`config.mk`:
```
export PLATFORM = sky130hd
export DESIGN_NAME = instr_mem_ctrl
export DESIGN_NICKNAME = d
export VERILOG_FILES = /design/src/rtl/instr_mem_pkg.sv /design/src/rtl/instr_mem_array.sv /design/src/rtl/instr_mem_ctrl.sv
export SDC_FILE = /design/constraint.sdc
export NUM_CORES = 1
export LEC_CHECK = 0
export BUFFER_PORTS_ARGS = -buffer_cell sky130_fd_sc_hd__buf_2
export CORE_MARGIN = 3
export CORE_UTILIZATION = 55
export DETAILED_ROUTE_END_ITERATION = 8
export PLACE_DENSITY_LB_ADDON = 0.05
export SYNTH_ARGS = -nofsm -noshare
export SYNTH_HDL_FRONTEND = slang
export SYNTH_SLANG_ARGS = --single-unit
```
`constraint.sdc`:
```
create_clock -name clk -period 3.7 [get_ports clk]
set_input_delay 0.555 -clock clk [delete_from_list [all_inputs] [get_ports clk]]
set_output_delay 0.555 -clock clk [all_outputs]
set_load 0.01 [all_outputs]
```
`src/rtl/instr_mem_pkg.sv`:
```
// instr_mem_pkg: shared types and constants for the loadable instruction memory.
package instr_mem_pkg;

  typedef enum logic [1:0] {
    IDLE = 2'd0,
    LOAD = 2'd1,
    RUN  = 2'd2,
    HALT = 2'd3
  } state_t;

  localparam logic [1:0] FLT_NONE     = 2'd0;
  localparam logic [1:0] FLT_MISALIGN = 2'd1;
  localparam logic [1:0] FLT_RANGE    = 2'd2;
  localparam logic [1:0] FLT_PARITY   = 2'd3;

  // Word returned on a faulting fetch; decode treats it as NOP/halt.
  localparam int unsigned NOP_WORD = 0;

endpackage

```
`src/rtl/instr_mem_array.sv`:
```
// instr_mem_array: single-port synchronous RAM with registered read, no reset.
module instr_mem_array #(
  parameter int WIDTH = 16,
  parameter int DEPTH = 64,
  parameter int AW    = 6
) (
  input  logic             clk,
  input  logic             we,
  input  logic             re,
  input  logic [AW-1:0]    addr,
  input  logic [WIDTH-1:0] wdata,
  output logic [WIDTH-1:0] rdata
);

  logic [WIDTH-1:0] mem [DEPTH];

  // Write has the port when both are requested; rdata holds between reads.
  always_ff @(posedge clk) begin
    if (we)
      mem[addr] <= wdata;
    else if (re)
      rdata <= mem[addr];
  end

endmodule

```
`src/rtl/instr_mem_ctrl.sv`:
```
// instr_mem_ctrl: loadable instruction memory with fetch handshake and fault halt.
// Optional build macro INSTR_MEM_PARITY_EN adds a stored even-parity bit per word.
//
// state | meaning
// IDLE  | no program; waiting for load_start
// LOAD  | accepting program words at index prog_len
// RUN   | serving fetches, one result per cycle
// HALT  | faulted; only load_start leaves
module instr_mem_ctrl
  import instr_mem_pkg::*;
#(
  parameter int DATA_W = 16,
  parameter int DEPTH  = 64,
  parameter int ADDR_W = 16
) (
  input  logic                       clk,
  input  logic                       reset,
  input  logic                       load_start,
  input  logic                       load_valid,
  input  logic [DATA_W-1:0]          load_data,
  input  logic                       load_done,
  output logic                       load_ready,
  input  logic                       fetch_req,
  input  logic [ADDR_W-1:0]          pc,
  output logic                       fetch_ready,
  output logic                       instr_valid,
  output logic [DATA_W-1:0]          instruction,
  output logic                       fault,
  output logic [1:0]                 fault_code,
  output logic [$clog2(DEPTH):0]     prog_len,
  output logic                       halted
);

  localparam int OFF_W = $clog2(DATA_W / 8);
  localparam int LEN_W = $clog2(DEPTH) + 1;
  localparam int AW    = (DEPTH > 1) ? $clog2(DEPTH) : 1;
  localparam int CMP_W = (ADDR_W > LEN_W) ? ADDR_W : LEN_W;
`ifdef INSTR_MEM_PARITY_EN
  localparam int MEM_W = DATA_W + 1;
`else
  localparam int MEM_W = DATA_W;
`endif

  state_t            state, state_nxt;
  logic [LEN_W-1:0]  prog_len_q;
  logic              fault_q;
  logic [1:0]        code_q;
  logic              valid_q;
  logic              zero_q;   // output word forced to NOP (reset or last fetch faulted)
  logic              rd_ok_q;  // rdata holds a fresh, check-passed read
  logic              wr_en, re, fetch_acc, par_err;
  logic [ADDR_W-1:0] idx;
  logic              misalign, out_range, full;
  logic [AW-1:0]     ram_addr;
  logic [MEM_W-1:0]  wdata, rdata;

  assign idx       = pc >> OFF_W;
  assign misalign  = |pc[OFF_W-1:0];
  assign out_range = CMP_W'(idx) >= CMP_W'(prog_len_q);
  assign full      = (prog_len_q == LEN_W'(DEPTH));
  assign re        = fetch_acc && !misalign && !out_range;
  assign ram_addr  = (state == LOAD) ? prog_len_q[AW-1:0] : idx[AW-1:0];

`ifdef INSTR_MEM_PARITY_EN
  assign wdata   = {^load_data, load_data};
  assign par_err = rd_ok_q && (^rdata);
`else
  assign wdata   = load_data;
  assign par_err = 1'b0;
`endif

  instr_mem_array #(.WIDTH(MEM_W), .DEPTH(DEPTH), .AW(AW)) u_array (
    .clk   (clk),
    .we    (wr_en),
    .re    (re),
    .addr  (ram_addr),
    .wdata (wdata),
    .rdata (rdata)
  );

  // State register.
  always_ff @(posedge clk or posedge reset) begin
    if (reset) state <= IDLE;
    else       state <= state_nxt;
  end

  // Next-state and handshake decode; load_start always wins over other events.
  always_comb begin
    state_nxt   = state;
    load_ready  = 1'b0;
    fetch_ready = 1'b0;
    halted      = 1'b0;
    wr_en       = 1'b0;
    fetch_acc   = 1'b0;
    case (state)
      IDLE: begin
        if (load_start) state_nxt = LOAD;
      end
      LOAD: begin
        load_ready = !full;
        wr_en      = load_valid && !full && !load_start;
        if (load_start)
          state_nxt = LOAD;
        else if (load_done)
          state_nxt = ((prog_len_q != '0) || wr_en) ? RUN : IDLE;
      end
      RUN: begin
        fetch_ready = !par_err;
        if (load_start)
          state_nxt = LOAD;
        else if (par_err)
          state_nxt = HALT;
        else if (fetch_req) begin
          fetch_acc = 1'b1;
          if (misalign || out_range) state_nxt = HALT;
        end
      end
      HALT: begin
        halted = 1'b1;
        if (load_start) state_nxt = LOAD;
      end
      default: state_nxt = IDLE;
    endcase
  end

  // Program length, sticky fault and fetch result registers.
  always_ff @(posedge clk or posedge reset) begin
    if (reset) begin
      prog_len_q <= '0;
      fault_q    <= 1'b0;
      code_q     <= FLT_NONE;
      valid_q    <= 1'b0;
      zero_q     <= 1'b1;
      rd_ok_q    <= 1'b0;
    end else begin
      valid_q <= fetch_acc;
      rd_ok_q <= re;
      if (fetch_acc)    zero_q <= !re;
      else if (par_err) zero_q <= 1'b1;
      if (load_start) begin
        prog_len_q <= '0;
        fault_q    <= 1'b0;
        code_q     <= FLT_NONE;
      end else begin
        if (wr_en) prog_len_q <= prog_len_q + LEN_W'(1);
        if (fetch_acc && misalign) begin
          fault_q <= 1'b1;
          code_q  <= FLT_MISALIGN;
        end else if (fetch_acc && out_range) begin
          fault_q <= 1'b1;
          code_q  <= FLT_RANGE;
        end else if (par_err && (state == RUN)) begin
          fault_q <= 1'b1;
          code_q  <= FLT_PARITY;
        end
      end
    end
  end

  // A parity error is only known once the word is read, so it is reported in the result cycle.
  assign instr_valid = valid_q;
  assign instruction = (zero_q || par_err) ? DATA_W'(NOP_WORD) : rdata[DATA_W-1:0];
  assign fault       = fault_q || par_err;
  assign fault_code  = par_err ? FLT_PARITY : code_q;
  assign prog_len    = prog_len_q;

endmodule
```
==> impl_metrics.csv <==
group,metric,value,unit
drt,drt_iter0_drc,3133,
final_layout,fill_cells,4938,
placed_design,portBuffers,67,
setup_path,critPathCaptureType,"register",
job,max-cap-violations,0,
clocking,cts-root-buf,"clkbuf_16",
floorplan,core_area,0.0701,mm²
final_layout,syn2layout_area_growth,16.5,%
sta,tns,0,ps
pwr,powerDensity,634,mW/mm²
logic_synthesis,yosys.area_share.simple,3.19,%
placed_design,hpwl,69500,µm
final_layout,layout_common_cells,"edfxtp_1, a22oi_1, buf_4",
sta,finalClockSkew,23.2,ps
logic_synthesis,synthFlopType,"edfxtp_1",
logic_synthesis,synth_edf_count,1040,
grt,grt_pass1_vias,21900,
drt,first_pass_iters,5,
logic_synthesis,avgSynthCellArea,18.1,µm²
drt,ant_nets,0,
final_layout,final_common_cell,"edfxtp_1",
clocking,h-tree-depth,3,
setup_path,cp.arrival,4000,ps
clocking,clk_latency,660,ps
grt,gr-total-overflow,0,
pwr,vdd_drop_max,0.414,mV
final_layout,finalNetCount,2468,
floorplan,ioPinCount,68,
clocking,clkSinkCount,1054,
drt,wl_per_cell,32.5,µm
clocking,numCtsBuffers,102,
final_layout,drive_above_1_share,19.4,%
logic_synthesis,seq_area_frac_synth,80.9,%
logic_synthesis,synthXorXnorAreaFrac,0.112,%
floorplan,fp-row-count,97,
sta,max_freq,276,MHz
pwr,power.total,28.8,mW
floorplan,start_util,55.6,%
setup_path,crit_fanout,35,
sta,finalHoldViolCount,0,
logic_synthesis,synth_warnings,0,
setup_path,worstSetupStartpointType,"register",
sta,worstMarginPinSlew,1180,ps
grt,grt_max_degree,65,
clocking,clock_tree.buffer_depth,3,
grt,grt_pass1_wl,159000,µm
logic_synthesis,synth_mux_area_share,0.401,%
sta,setup_violations,0,
grt,antenna_found_initial,3,
logic_synthesis,synth_compound_area_share,13.2,%
logic_synthesis,synthDominantCellAreaShare,80.0,%
logic_synthesis,ys_types,64,
drt,vias,22700,
placed_design,gp_congestion,0.861,
clocking,cts_tree,"built",
floorplan,fp.dieArea,0.0742,mm²
logic_synthesis,netlist_area,0.0390,mm²
drt,vias_per_cell,6.61,
sta,relSlewSlack,21.0,%
logic_synthesis,ys_ff_latch,1054,
sta,min_period_over_period,97.9,%
floorplan,die_width,272,µm
run_status,outcome,"completed",
drt,finalWirelength,112000,µm
logic_synthesis,synth_top_family_by_area,"compound AO/OA/AOI/OAI gates",
logic_synthesis,synthTopCellsByArea,"edfxtp_1, a22oi_1, a41oi_1",
grt,grt_usage,30.1,%
setup_path,critPathRequiredTime,4080,ps
min_path,hp-class,"primary input to register",
logic_synthesis,synth-async-reset-ratio,1.33,%
logic_synthesis,syn_inst,2158,
sta,fin_crit,3620,ps
floorplan,fp.dieH,272,µm
pwr,power_leakage,14.5,nW
logic_synthesis,yosys.area.top_type,"edfxtp_1",
sta,drv_slew,0,
setup_path,critPathKind,"register to register",
clocking,path_clk_slew,70,ps
drt,drc,0,
logic_synthesis,syn_nets,2208,
logic_synthesis,synth_fa_ha_area_share,0.385,%
-- per-layer routing --
layer | global-route usage (%) | routed length [µm] | vias up
met5 | 0 | 10 | -
met4 | 11.3 | 4500 | 2
met3 | 6.80 | 9950 | 203
met2 | 47.4 | 53200 | 1164
met1 | 41.5 | 44100 | 11700
li1 | - | - | 9622
-- cells in the mapped netlist (18+ instances only) --
master    instances
a21oi_1          20
a22o_1           55
a22oi_1         433
a41oi_1          76
buf_2            40
clkbuf_1         84
edfxtp_1       1040
inv_1            18
nand2_1          49
nand4_1          31
nor2_1           78
nor4_1           20
o21ai_0          19
-- state kept, by name, summed over array words and instances (netlist names) --
register and count:
fault 1, u_array.rdata 16, instr_valid 1, u_array.mem 1024
prog_len 7, state 2, zero_q 1, fault_code 2
-- final timing paths --
| kind | startpoint | endpoint | slack (ps) | cells after the start |
|---|---|---|---|---|
| max in group asynchronous | reset | zero_q | 2810 | 3 |
| min in group asynchronous | reset | prog_len[0] | 510 | 3 |
| min reg2reg | fault | fault | 530 | 2 |
| min | pc[0] | fault_code[1] | 150 | 2 |
| max | state[1] | u_array.rdata[13] | 80 | 11 |
| max reg2reg | state[1] | u_array.rdata[13] | 80 | 11 |
-- what timing repair did --
action / 4_1_cts / 5_1_grt
gates cloned: 0 / 1
pin swaps: 0 / 2
resized for setup: 7 / 12
buffers inserted: 0 / 0
hold buffers: 1 / 0
hold endpoints to repair: 13 / 0
endpoints found under the setup margin: 7 / 140
-- metrics by stage --
stage | instances | setup WS (ps) | hold WS [ps] | utilization [%] | cell area (µm²)
floorplan | 2158 | 460 | 444 | - | 39000
global placement | 3252 | -346 | 508 | 59.8 | 42000
detailed placement | 3252 | -355 | 522 | 59.8 | 42000
CTS | 3433 | 13.7 | 102 | 64.7 | 45400
global route | 3434 | -1.44 | 112 | 64.8 | 45500
finish | 3439 | 76.6 | 146 | 64.8 | 45500
-- final cells by class --
class / count / area [µm²] / area share [%]
antenna: 5 / 12.5 / 0.0275
clock buffer: 121 / 2690 / 5.91
clock inverter: 59 / 676 / 1.49
inverter: 19 / 71.3 / 0.157
multi-input combinational: 944 / 6930 / 15.2
sequential: 1054 / 31600 / 69.4
tap: 940 / 1180 / 2.59
timing repair buffer: 297 / 2340 / 5.14
-- logic make-up (layout without fill, tap and decap cells) --
kind of cell / Yosys count / count (layout)
multiplexers: 15 / 15
AND/OR/NAND/NOR: 241 / 242
AO/OA/AOI/OAI: 670 / 670
XOR/XNOR: 5 / 5
other: 0 / 5
buffers and inverters: 161 / 496
flip-flops: 1054 / 1054
adder cells (fa/ha/maj): 12 / 12
-- power breakdown --
group | internal, mW | switching, mW | leakage [nW]
Combinational | 1.73 | 3.17 | 3.33
Clock | 6.14 | 4.35 | 1.65
Sequential | 13.3 | 0.124 | 9.53
Total | 21.2 | 7.64 | 14.5
-- critical path, stage by stage (launching register included) --
cell and delay [ps]:
dfrtp_1 420, inv_1 60, ha_1 180, buf_4 220
and4b_1 310, or2_4 400, buf_12 230, buf_4 190
a22o_1 230, o311ai_1 760, buf_4 250, nand4_1 70
Note: power is estimated with default switching activity, not from simulation.
